[src/rtl/fb_swap_ctrl.sv]
// Ping-pong framebuffer swap controller: exchanges the scanout and writer banks
// at scanout frame boundaries once the writer has a full frame ready.
module fb_swap_ctrl #(
  parameter int MIN_SHOWS    = 1,
  parameter int STALE_FRAMES = 120
) (
  input  logic        clk,
  input  logic        rst_n,
  input  logic        full,
  input  logic        frame_done,
  input  logic        enable,
  output logic        swapped,
  output logic        rd_bank,
  output logic        wr_bank,
  output logic [7:0]  show_cnt,
  output logic [15:0] frame_cnt,
  output logic        stale
);

  localparam logic [1:0] S_WAIT   = 2'd0;
  localparam logic [1:0] S_SWAP   = 2'd1;
  localparam logic [1:0] S_SETTLE = 2'd2;

  localparam logic [8:0] MIN_SHOWS_V    = 9'(MIN_SHOWS);
  localparam logic [7:0] STALE_FRAMES_V = 8'(STALE_FRAMES);

  logic [1:0]  r_state;
  logic        r_swapped;
  logic        r_rd_bank;
  logic [7:0]  r_show_cnt;
  logic [15:0] r_frame_cnt;
  logic        r_stale;

  logic        w_go;
  logic [7:0]  w_show_inc;

  // The frame_done arriving now counts as one more show, hence the +1.
  assign w_go = (r_state == S_WAIT) & full & frame_done & enable &
                (({1'b0, r_show_cnt} + 9'd1) >= MIN_SHOWS_V);

  assign w_show_inc = (r_show_cnt == 8'hFF) ? r_show_cnt : r_show_cnt + 8'd1;

  always_ff @(posedge clk or negedge rst_n) begin
    if (!rst_n) begin
      r_state     <= S_WAIT;
      r_swapped   <= 1'b0;
      r_rd_bank   <= 1'b0;
      r_show_cnt  <= 8'd0;
      r_frame_cnt <= 16'd0;
      r_stale     <= 1'b0;
    end else begin
      r_swapped <= w_go;

      case (r_state)
        S_WAIT:   if (w_go) r_state <= S_SWAP;
        S_SWAP:   r_state <= S_SETTLE;
        // Hold off until the writer drops full, so one frame never swaps twice.
        S_SETTLE: if (!full) r_state <= S_WAIT;
        default:  r_state <= S_WAIT;
      endcase

      if (w_go) begin
        r_rd_bank   <= ~r_rd_bank;
        r_show_cnt  <= 8'd0;
        r_frame_cnt <= r_frame_cnt + 16'd1;
        r_stale     <= 1'b0;
      end else if (frame_done) begin
        r_show_cnt <= w_show_inc;
        if (w_show_inc == STALE_FRAMES_V) r_stale <= 1'b1;
      end
    end
  end

  assign swapped   = r_swapped;
  assign rd_bank   = r_rd_bank;
  assign wr_bank   = ~r_rd_bank;
  assign show_cnt  = r_show_cnt;
  assign frame_cnt = r_frame_cnt;
  assign stale     = r_stale;

endmodule
[config.mk]
export PLATFORM = sky130hd
export DESIGN_NAME = fb_swap_ctrl
export DESIGN_NICKNAME = d
export VERILOG_FILES = /design/src/rtl/fb_swap_ctrl.sv
export SDC_FILE = /design/constraint.sdc
export NUM_CORES = 1
export LEC_CHECK = 0
export BUFFER_PORTS_ARGS = -buffer_cell sky130_fd_sc_hd__buf_4
export CORE_ASPECT_RATIO = 0.8
export CORE_MARGIN = 10
export CORE_UTILIZATION = 49
export DETAILED_ROUTE_END_ITERATION = 12
export HOLD_SLACK_MARGIN = 0.08
export MAX_ROUTING_LAYER = met4
export PLACE_DENSITY = 0.79
export SLEW_MARGIN = 20
export SYNTH_ARGS = -nofsm -noshare
export SYNTH_HDL_FRONTEND = slang
export SYNTH_SLANG_ARGS = --single-unit
[constraint.sdc]
create_clock -name clk -period 1.8 [get_ports clk]
set_input_delay 0.27 -clock clk [delete_from_list [all_inputs] [get_ports clk]]
set_output_delay 0.27 -clock clk [all_outputs]
set_load 0.01 [all_outputs]
Yosys cells after proc, flatten, opt, wreduce, memory -nomap -nowiden
Index checks and enable logic that the tools add are counted.
Widths: inputs -> output; s select.
- equality and inequality tests: 6
- bitwise logic cells: 5
- order comparisons: 1
- add/subtract/negate cells: 3
- reduce and logical (&&, ||, !) cells: 5
- multiplexer cells: 9
- operator list (operator ; count):
    $mux 8 ; 3
    $add 16x1->16 const B ; 1
    $add 8x1->9 const B ; 1
    $ge 9x1->1 const B ; 1
    $add 8x1->8 const B ; 1
    $eq 8x7->1 const B ; 1
    $eq 8x8->1 const B ; 1
    $pmux 2 s3 ; 1
    $and 1x1->1 ; 4
    $mux 2 ; 2
    $ne 2x2->1 const B ; 2
    $reduce_and 2->1 ; 2
    $reduce_bool 2->1 ; 2
    $mux 1 ; 3
    $eq 2x1->1 const B ; 1
    $eq 2x2->1 const B ; 1
    $logic_not 2->1 ; 1
    $not 1->1 ; 1
- logic and storage cells: 35
- flip-flop bits (word level): 29
- output and inout port bits: 28
- bits of input ports: 5

Longest topological paths before layout
- word-level depth: 7
- gate-level depth with buffers: 9
- mapped depth without buffers: 7

Least setup slack after synthesis
No wires, ideal clock.
- kind: register -> register
- from: reg r_show_cnt[0] (netlist: show_cnt[0])
- to: reg r_frame_cnt[13] (netlist: frame_cnt[13])
- data arrival time: 2.015 ns
- data required time: 1.721 ns
- buffers on the path: 2
- period minus slack after synthesis: 2.094 ns
- library setup time: 0.079 ns
- setup slack: -0.294 ns
- cell stages (with the launch flop): 10
- cell sequence: dfrtp_1 > ha_1 > and2_4 > buf_6 > a21oi_4 > o31ai_2 > and4_4 > buf_12 > nor4_2 > xor2_1
- longest elaborated chain between the ends: 3
- ends and longest elaborated chain (what ; line ; source):
    start, declared ; 30 ; logic [7:0] r_show_cnt;
    start signal, assigned ; 68 ; r_show_cnt <= w_show_inc;
    $add 8x1->9 ; 39 ; (({1'b0, r_show_cnt} + 9'd1) >= MIN_SHOWS_V);
    $ge 9x1->1 ; 39 ;
    $and 1x1->1 ; 38 ; assign w_go = (r_state == S_WAIT) & full & frame_done & enable &
    end signal, assigned ; 65 ; r_frame_cnt <= r_frame_cnt + 16'd1;
    end, declared ; 31 ; logic [15:0] r_frame_cnt;
Every way passes these cells.
A chain may end at the register's enable or synchronous reset.

Worst setup path in the final report
- from: reg r_show_cnt[1] (netlist: show_cnt[1])
- to: reg r_frame_cnt[5] (netlist: frame_cnt[5])
The elaborated chain is that of the path after synthesis.

==> summary.md <==
| Metric | Value |
|---|---|
| Row count | `18` |
| Status | `finished with violations` |
| DR DRC count | `0` |
| WP data required | `1.96 ns` |
| Sink Count | `29` |
| CP max FO | `6` |
| Crit path setup slack, layout | `-0.0714 ns` |
| Post-synth top area share | `44.7%` |
| Grt ovf | `0` |
| M1 GR Usage | `19.2%` |
| Startpoint Class | `register` |
| Crit path capture type | `register` |
| Worst Skew | `0.00889 ns` |
| Largest cells by area after synthesis | `dfrtp_1 (45%), xor2_1 (7.6%), nand3_1 (3.4%), nor4_2 (3.1%), nand2_1 (3.0%)` |
| Final Max Slew Viols | `0` |
| Total GRT Usage | `15.3%` |
| # IOs | `33` |
| Layout area overhead | `48.3%` |
| Leak | `1.14 nW` |
| Nets | `227` |
| Worst EP arrival | `2.04 ns` |
| Critical path class | `register to register` |
| DR vias/cell | `roughly 5.6` |
| Final Hold Vio Count | `0` |
| Mapped Avg Cell Area | `10.7 um^2` |
| Initial drt markers | `104` |
| Worst Hold Class | `input port to register` |
| Mapped Cells | `approximately 150` |
| Die area | `~0.0060 mm^2` |
| Max-Cap Viols | `0` |
| Final Cycle Share | `104%` |
| Global-route wire length before repair | `7.35 mm` |
| Peak VDD IR | `approximately 0.9 mV` |
| CTS Root Cell | `clkbuf_8` |
| PortBufs | `32` |
| Peak Freq | `534 MHz` |
| Die X | `84.3 um` |
| Skew-Pair Late Insertion Delay | `0.29 ns` |
| Share of layout cells above drive strength 1 | `49.1%` |
| Final ANT Viol Nets | `0` |
| Final GP Congestion | `0.885` |
| Via total after detailed routing | `1462` |
| Routed length per instance | `17.3 um` |
| CTS Buffer Depth | `2` |
| RSZ-0062 raised after global routing | `true` |
| YS warnings | `0` |
| Tot Pwr | `2.70 mW` |
| Yosys reg bits | `29` |
| Worst-path clk slew | `0.07 ns` |
| Seq/Total Area, Yosys | `44.7%` |
| Met2 Usage GRT | `23.0%` |
| Net count after synthesis | `159` |
| Cell Pwr Density | `approximately 1100 mW/mm^2` |
| TritonRoute pass-1 iters | `4` |
| Routed wire length | `between 4 and 5 mm` |
| Top FF cell, synth | `dfrtp_1` |
| Post-Layout Cell Count | `260` |
| Worst-margin pin slew | `0.388 ns` |
| Cell variety after synth | `42` |
| Netlist Area Pre-Place | `0.00162 mm^2` |
| Number of global-route vias before repair | `1469` |
| GR Layer Usage met3 | `4.41%` |
| Post-synth EDFFs | `0` |
| CTS tree | `yes` |
| Worst hold slack | `0.236 ns` |
| Total CTS buffers | `5` |
| Post-synth top area cell | `dfrtp_1` |
| Core ar. | `0.00313 mm^2` |
| Initial antenna violation count | `0` |
| Final setup viols | `15` |
| Violated checks | `setup timing` |
| Max-slew headroom | `74.0%` |
| Final min period | `between 1.5 and 2 ns` |
| DP Cell Count | `245` |
| Initial Util | `between 50% and 60%` |
| Largest net degree at the start of global routing | `30` |
| Die extent in y | `slightly above 70 um` |
| N_diodes | `0` |
| CTS HTree Levels | `2` |
| Busiest grt layer | `met2` |
| DP HPWL | `approximately 3.3 mm` |
| FFs w/ async S/R, synth | `between 90% and 100%` |
[power by group]
| part | switching [mW] | internal (mW) |
|---|---|---|
| clock | 0.253 | 0.345 |
| sequential | 0.171 | 0.766 |
| combinational | 0.570 | 0.599 |
[repair_timing]
action | in CTS | in global routing
hold endpoints to repair | 29 | 0
buffers inserted | 6 | 0
resized for setup | 8 | 4
setup endpoints to repair | 15 | 25
hold buffers | 1 | 0
pin swaps | 14 | 3
[worst max-delay path, cell delays in order (launching register included)]
cell,delay [ns]
dfrtp_2,0.41
ha_4,0.17
and2_4,0.17
a21oi_4,0.06
o31ai_4,0.23
and4_4,0.33
buf_12,0.15
nor4b_4,0.05
xor2_1,0.18
[path summary, 6_finish.rpt]
check | slack (ns) | to | cells after the start | start
max in group asynchronous | 1.06 | show_cnt[0]$_DFFE_PN0P_ | 2 | rst_n
min | 0.24 | r_state[1]$_DFFE_PN0P_ | 3 | full
max | -0.07 | frame_cnt[5]$_DFFE_PN0P_ | 8 | show_cnt[1]$_DFFE_PN0P_
min in group asynchronous | 0.44 | frame_cnt[5]$_DFFE_PN0P_ | 2 | rst_n
min reg2reg | 0.48 | frame_cnt[15]$_DFFE_PN0P_ | 1 | frame_cnt[15]$_DFFE_PN0P_
max reg2reg | -0.07 | frame_cnt[5]$_DFFE_PN0P_ | 8 | show_cnt[1]$_DFFE_PN0P_
[cell usage in the layout (no fill, tap or decap), types with 3 or more instances in the layout]
| master | instances |
|---|---|
| nor3_4 | 3 |
| nand2_1 | 12 |
| o21ai_0 | 5 |
| nand3_1 | 11 |
| clkbuf_8 | 7 |
| dfrtp_1 | 27 |
| xor2_1 | 14 |
| nor4_4 | 5 |
| a21oi_1 | 3 |
| inv_1 | 6 |
| nor2_1 | 7 |
| buf_4 | 63 |
| xnor2_1 | 3 |
| nand4_1 | 5 |
| and3_1 | 3 |
| nor3_2 | 3 |
[flip-flops by register name, indices dropped and copies added (netlist names)]
name       count
show_cnt       8
stale          1
rd_bank        1
r_state        2
frame_cnt     16
swapped        1
[metrics by stage]
| step | setup TNS [ns] | setup WS, ns | utilization (%) | area [um^2] |
|---|---|---|---|---|
| after floorplan | -1.31 | -0.107 | - | 1720 |
| after global placement | -0.642 | -0.0792 | 69.9 | 2190 |
| after detailed placement | -1.46 | -0.134 | 69.9 | 2190 |
| after CTS | -0.307 | -0.0416 | 76.3 | 2390 |
| after global routing | -2.37 | -0.147 | 76.9 | 2410 |
| final | -0.413 | -0.0714 | 76.9 | 2410 |
[synth_stat cells, types with 2 or more instances]
cell type / count
nand3b_1: 2
nand4_1: 5
and2_4: 2
nor4_2: 4
nor3_1: 6
and3_1: 3
nor2_1: 9
buf_6: 3
dfrtp_1: 29
a211oi_2: 2
nor4b_1: 2
xor2_1: 14
nand3_1: 11
a21oi_1: 3
o21ai_0: 5
o31ai_2: 2
a41oi_1: 2
ha_1: 3
nand2_1: 13
mux2i_1: 2
xnor2_1: 3
inv_1: 6
[metal layers]
metal	up-vias	part of all wire, %	routed length (um)
met4	0	1.7	75
li1	682	-	-
met1	725	45	2020
met2	45	48	2160
met3	10	5.4	245
met5	-	0	0
[cell families (layout without fill, tap and decap cells)]
logic type               Yosys count  count (layout)  share of synthesized area, %
AND/OR/NAND/NOR                   66              66                          25.4
flip-flops                        29              29                          44.7
AO/OA/AOI/OAI                     21              21                          11.2
XOR/XNOR                          17              17                          9.18
buffers and inverters             12              81                          5.24
adder cells (fa/ha/maj)            3               3                          2.31
multiplexers                       3               3                          1.93
[area by class of cell]
type	instances	area [um^2]
clock buffer	7	96.3
timing repair buffer	67	534
clock inverter	1	5.00
tap	40	50.0
inverter	6	22.5
sequential	29	728
multi-input combinational	110	970
fill	196	724
Power figures use the tool's default switching activity.
